File: config.mk
export PLATFORM = sky130hd
export DESIGN_NAME = exu_wbck
export DESIGN_NICKNAME = d
export VERILOG_FILES = /design/src/rtl/exu_wbck.sv
export SDC_FILE = /design/constraint.sdc
export NUM_CORES = 1
export LEC_CHECK = 0
export CORE_MARGIN = 4
export CORE_UTILIZATION = 42
export DETAILED_ROUTE_END_ITERATION = 16
export GPL_ROUTABILITY_DRIVEN = 0
export PLACE_DENSITY_LB_ADDON = 0.3
export SLEW_MARGIN = 40
export SYNTH_ARGS = -nofsm -noshare
export SYNTH_HDL_FRONTEND = slang
export SYNTH_SLANG_ARGS = --single-unit
File: constraint.sdc
create_clock -name clk -period 5.5 [get_ports clk]
set_clock_uncertainty 0.1 [all_clocks]
set_input_delay 0.55 -clock clk [delete_from_list [all_inputs] [get_ports clk]]
set_output_delay 0.55 -clock clk [all_outputs]
set_load 0.01 [all_outputs]
File: src/rtl/exu_wbck.sv
// Write-back arbiter for the EXU: merges ALU and long-pipe results onto the single
// register-file write port and tracks long-pipe destinations still in flight.
module exu_wbck #(
    parameter int XLEN        = 32,
    parameter int RFIDX_WIDTH = 5
) (
    input  logic                   clk,
    input  logic                   rst,

    input  logic                   alu_wbck_valid,
    output logic                   alu_wbck_ready,
    input  logic [RFIDX_WIDTH-1:0] alu_wbck_idx,
    input  logic [XLEN-1:0]        alu_wbck_data,

    input  logic                   lng_wbck_valid,
    output logic                   lng_wbck_ready,
    input  logic [RFIDX_WIDTH-1:0] lng_wbck_idx,
    input  logic [XLEN-1:0]        lng_wbck_data,

    input  logic                   disp_lng_valid,
    input  logic [RFIDX_WIDTH-1:0] disp_lng_idx,
    input  logic [RFIDX_WIDTH-1:0] disp_src1_idx,
    input  logic [RFIDX_WIDTH-1:0] disp_src2_idx,
    input  logic [RFIDX_WIDTH-1:0] disp_dst_idx,
    output logic                   disp_hazard,

    output logic                   wbck_dest_ena,
    output logic [RFIDX_WIDTH-1:0] wbck_dest_idx,
    output logic [XLEN-1:0]        wbck_dest_data
);

    localparam int RFREG_NUM = 1 << RFIDX_WIDTH;

    logic [RFIDX_WIDTH-1:0] fifo_idx  [2];
    logic [XLEN-1:0]        fifo_data [2];
    logic [1:0]             fifo_cnt;
    logic                   fifo_wptr;
    logic                   fifo_rptr;

    logic                   fifo_push;
    logic                   fifo_pop;
    logic                   fifo_nempty;

    logic                   sel_valid;
    logic [RFIDX_WIDTH-1:0] sel_idx;
    logic [XLEN-1:0]        sel_data;

    logic [RFREG_NUM-1:0]   pend;
    logic [RFREG_NUM-1:0]   pend_nxt;

    // No same-cycle bypass: ready depends only on the registered count.
    assign lng_wbck_ready = (fifo_cnt != 2'd2);
    assign fifo_push      = lng_wbck_valid & lng_wbck_ready;
    assign fifo_nempty    = (fifo_cnt != 2'd0);
    assign fifo_pop       = fifo_nempty;

    // Buffered long-pipe results are older than any ALU result, so they always win.
    always_comb begin
        sel_valid      = 1'b0;
        sel_idx        = '0;
        sel_data       = '0;
        alu_wbck_ready = 1'b1;
        if (fifo_nempty) begin
            sel_valid      = 1'b1;
            sel_idx        = fifo_idx[fifo_rptr];
            sel_data       = fifo_data[fifo_rptr];
            alu_wbck_ready = 1'b0;
        end else if (alu_wbck_valid) begin
            sel_valid = 1'b1;
            sel_idx   = alu_wbck_idx;
            sel_data  = alu_wbck_data;
        end
    end

    assign wbck_dest_ena  = sel_valid & (sel_idx != '0);
    assign wbck_dest_idx  = sel_idx;
    assign wbck_dest_data = sel_data;

    always_ff @(posedge clk or posedge rst) begin
        if (rst) begin
            fifo_idx[0]  <= '0;
            fifo_idx[1]  <= '0;
            fifo_data[0] <= '0;
            fifo_data[1] <= '0;
            fifo_cnt     <= 2'd0;
            fifo_wptr    <= 1'b0;
            fifo_rptr    <= 1'b0;
        end else begin
            if (fifo_push) begin
                fifo_idx[fifo_wptr]  <= lng_wbck_idx;
                fifo_data[fifo_wptr] <= lng_wbck_data;
                fifo_wptr            <= ~fifo_wptr;
            end
            if (fifo_pop) begin
                fifo_rptr <= ~fifo_rptr;
            end
            case ({fifo_push, fifo_pop})
                2'b10:   fifo_cnt <= fifo_cnt + 2'd1;
                2'b01:   fifo_cnt <= fifo_cnt - 2'd1;
                default: fifo_cnt <= fifo_cnt;
            endcase
        end
    end

    // A dispatch setting the same index that is being retired wins: that op is newer.
    always_comb begin
        pend_nxt = pend;
        if (fifo_pop) begin
            pend_nxt[sel_idx] = 1'b0;
        end
        if (disp_lng_valid && (disp_lng_idx != '0)) begin
            pend_nxt[disp_lng_idx] = 1'b1;
        end
        pend_nxt[0] = 1'b0;
    end

    always_ff @(posedge clk or posedge rst) begin
        if (rst) begin
            pend <= '0;
        end else begin
            pend <= pend_nxt;
        end
    end

    assign disp_hazard = pend[disp_src1_idx] | pend[disp_src2_idx] | pend[disp_dst_idx];

endmodule

==> results.toml <==
[floorplan]
fp.dieW_um = 126.2
start_util = 0.4361
ios = 140
die_h_um = 126.2
rows = 42
coreArea_sq_um = 13450
dieArea_sq_um = 15920

[setup_path]
cp-start-kind = "input pin"
cp.required_ps = 4850
timing.critical_path.slowest_stage_cell = "sky130_fd_sc_hd__clkdlybuf4s50_1"
worstPathCellList = "clkdlybuf4s50_1 -> mux2_2 -> a221oi_1 -> a2111oi_0 -> a2111oi_0 -> nand3_1 -> clkdlybuf4s50_1"
slowest_stage_delay_on_critical_path_ps = 780
arrival_time_reported_for_the_critical_path_endpoint_ps = 3150
crit_path_end_kind = "primary output"
critical_path.max_fanout = 10
critPathKind = "input pin to primary output"

[sta]
grt_setup_unrepaired = "false"
max_slew_margin = 0.5435
setup_viol = 0
finalHoldViolCount = 0
period_share = 0.6915
tns_ps = 0
fin_hold_ws_ps = 407.2
slew_violations = 0
timing.final.ws_setup_ps = 1697
final_period_minus_worst_setup_slack_ps = 3803
worst-slew-pin-transition_ps = 684.8
maximum_achievable_frequency_ghz = 0.2629

[placement]
numPortBuffers = 139
preCtsSetupSlack_ps = 1704
post_dp_cell_area_sq_um = 7438
post-dp-hpwl_um = 11400

[clocking]
clock_tree.htree_level_count = 3
clockRootBuffer = "sky130_fd_sc_hd__clkbuf_16"
post_cts_resized = 0
clock_sinks = 109
clock_latency_ps = 350
maximum_count_of_clock_buffers_along_a_single_path = 2
post_cts.repair.setup_buffers = 0
cts_buf_count = 9
hold_buffers = 0
cts_tree = "done"
clkTransAtPathRegs_ps = 70

[synth]
synth.largest_area_cell = "sky130_fd_sc_hd__dfrtp_1"
post_synth_main_area_contributors = "sky130_fd_sc_hd__dfrtp_1 46%, sky130_fd_sc_hd__mux2_2 16%, sky130_fd_sc_hd__mux2i_1 7.8%"
avgSynthCellArea_sq_um = 11.62
ys_async_sr_fraction = 1.000
syn_inst_count = 505
yosys_register_bits = 109
synth.distinct_cells = 44
netlist_top_cells_count = "109 x sky130_fd_sc_hd__dfrtp_1, 85 x sky130_fd_sc_hd__o21ai_0, 81 x sky130_fd_sc_hd__mux2_2, 46 x sky130_fd_sc_hd__mux2i_1, 46 x sky130_fd_sc_hd__nand3_1"
synthesis.yosys.warnings = 0
syn_nets = 605
ys.flop_type = "sky130_fd_sc_hd__dfrtp_1"
synth_enable_flop_cells = 0
ys_seq_area_frac = 0.4649
synth.most_common_cell = "sky130_fd_sc_hd__dfrtp_1"
yosys.area.top_type_share = 0.4649
cell_area_after_synthesis_sq_um = 5867

[pwr]
leakage_power_nw = 3.067
pwr-share-seq = 0.336
switching_power_mw = 1.649
p_sw_frac = 0.3686
combinationalPowerShare = 0.518
pwr-share-clk = 0.146
p_per_area_nw_per_um2 = 577.9
p_int_mw = 2.825
worst_ir_drop_vdd_v = 0.0003253

[global_routing]
globalRouteTotalUtil = 0.1922
maximum_number_of_pins_on_one_net_before_global_route_repair = 70
grt_overflow = 0
grt_pass1_vias = 4864
wire_length_of_the_first_global_routing_pass_um = 24750
number_of_antenna_violations_at_the_first_check_in_global_routing = 0

[layout]
fin_area_sq_um = 7741
n_antenna_cell = 0
share_of_layout_cells_above_drive_strength_1 = 0.2091
area_delta_synth_final_pct = 31.95
number_of_nets_in_the_layout = 731
filler_cell_count = 1131

[hold_path]
min_path_type = "flip-flop to flip-flop"

[routing]
postRouteAntennaNets = 0
first_iter_violations = 289
vias_per_cell = 5.729
post-route-drc-count = 0
wirelength_um = 15390
firstDrtPassIters = 5
wl_per_cell_um = 18.95
num_vias = 4652

[run_status]
status = "finished, final reports clean"

[flow_run]
cap_viol_max_count = 0
through the flow:
step,cells,power [mW],util
after floorplan,505,2.849,-
after global placement,794,3.723,0.5481
after detailed placement,796,3.836,0.5529
after CTS,812,4.508,0.5752
after global routing,812,4.755,0.5754
final,812,4.474,0.5754
final timing paths:
kind | start | end | slack, ps | cells after the start
max | disp_dst_idx[2] | disp_hazard | 1700 | 7
min | fifo_data[57] | fifo_data[57] | 410 | 1
max reg2reg | fifo_cnt[0] | pend[26] | 2850 | 6
min reg2reg | fifo_data[57] | fifo_data[57] | 410 | 1
max in group asynchronous | rst | fifo_data[3] | 3730 | 3
min in group asynchronous | rst | pend[13] | 530 | 2
layout make-up:
cell class | count | area, sq um | area share
clock buffers | 9 | 225.2 | 0.02909
clock inverters | 7 | 75.07 | 0.009698
inverters | 7 | 36.28 | 0.004687
multi-input cells | 360 | 2987 | 0.3858
flip-flops and latches | 109 | 2729 | 0.3525
well taps | 176 | 220.2 | 0.02845
repair buffers | 144 | 1469 | 0.1898
worst max-delay path: cells and delay by family:
family,cells,cell delay [ps]
buffers and inverters,2,1270
AO/OA/AOI/OAI,3,780
multiplexers,1,390
AND/OR/NAND/NOR,1,150
power by group through the flow:
stage,combinational [mW],sequential (mW),clock [mW]
after floorplan,1.45,1.40,0
final,2.32,1.50,0.652
after global placement,2.24,1.48,0
after global routing,2.50,1.56,0.695
after detailed placement,2.32,1.52,0
after CTS,2.34,1.50,0.666
sequential cells by signal, summed over array words and instances, names as in the netlist:
name       cells
fifo_data     64
fifo_rptr      1
fifo_wptr      1
pend          31
fifo_idx      10
fifo_cnt       2
placed cells by master, fill, tap and decap left out, types with 2 or more instances in the layout:
cell type                         Yosys  routed
sky130_fd_sc_hd__nor4b_1              2       2
sky130_fd_sc_hd__clkbuf_16            0       9
sky130_fd_sc_hd__nor2b_1              6       6
sky130_fd_sc_hd__nor3_1               3       3
sky130_fd_sc_hd__xnor2_1              4       4
sky130_fd_sc_hd__dfrtp_1            109     108
sky130_fd_sc_hd__o21ai_0             85      85
sky130_fd_sc_hd__inv_6                0       2
sky130_fd_sc_hd__o22ai_1              2       2
sky130_fd_sc_hd__buf_4                3       3
sky130_fd_sc_hd__nand3b_1             3       3
sky130_fd_sc_hd__nand2b_1             5       5
sky130_fd_sc_hd__mux2_2              81      81
sky130_fd_sc_hd__inv_1                4       3
sky130_fd_sc_hd__nand3_1             46      45
sky130_fd_sc_hd__nor3b_1              2       2
sky130_fd_sc_hd__a221oi_1             2       2
sky130_fd_sc_hd__mux2i_1             46      46
sky130_fd_sc_hd__or3_4                3       3
sky130_fd_sc_hd__clkinvlp_4           0       3
sky130_fd_sc_hd__o21ai_1              9       9
sky130_fd_sc_hd__mux2_4               2       2
sky130_fd_sc_hd__buf_16               0       2
sky130_fd_sc_hd__nand2_1             13      13
sky130_fd_sc_hd__inv_4                1       2
sky130_fd_sc_hd__mux4_2              17      17
sky130_fd_sc_hd__a21boi_0             2       2
sky130_fd_sc_hd__nor2_1               7       7
sky130_fd_sc_hd__clkdlybuf4s50_1      0     139
sky130_fd_sc_hd__or3_1                3       3
sky130_fd_sc_hd__a211oi_1             2       2
sky130_fd_sc_hd__a2111oi_0            3       3
cells by family (layout without fill, tap and decap cells):
family	count (synthesis)	after routing	share of synthesized area
adders and majority gates	1	1	0.002132
muxes	146	146	0.3043
AOI/OAI and AO/OA	110	110	0.1022
buffers and inverters	36	167	0.02900
xor gates and xnor gates	5	5	0.007464
DFF	109	109	0.4649
and+or+nand+nor	98	98	0.09000
per-layer routing:
metal  up-vias  global-route usage  part of all wire
met4         0             0.06372             0.018
li1       2137                   -                 -
met2       206              0.3192              0.49
met3        21             0.05080             0.080
met5         -                   0                 0
met1      2288              0.2450              0.41
Note: power is estimated with default switching activity, not from simulation.
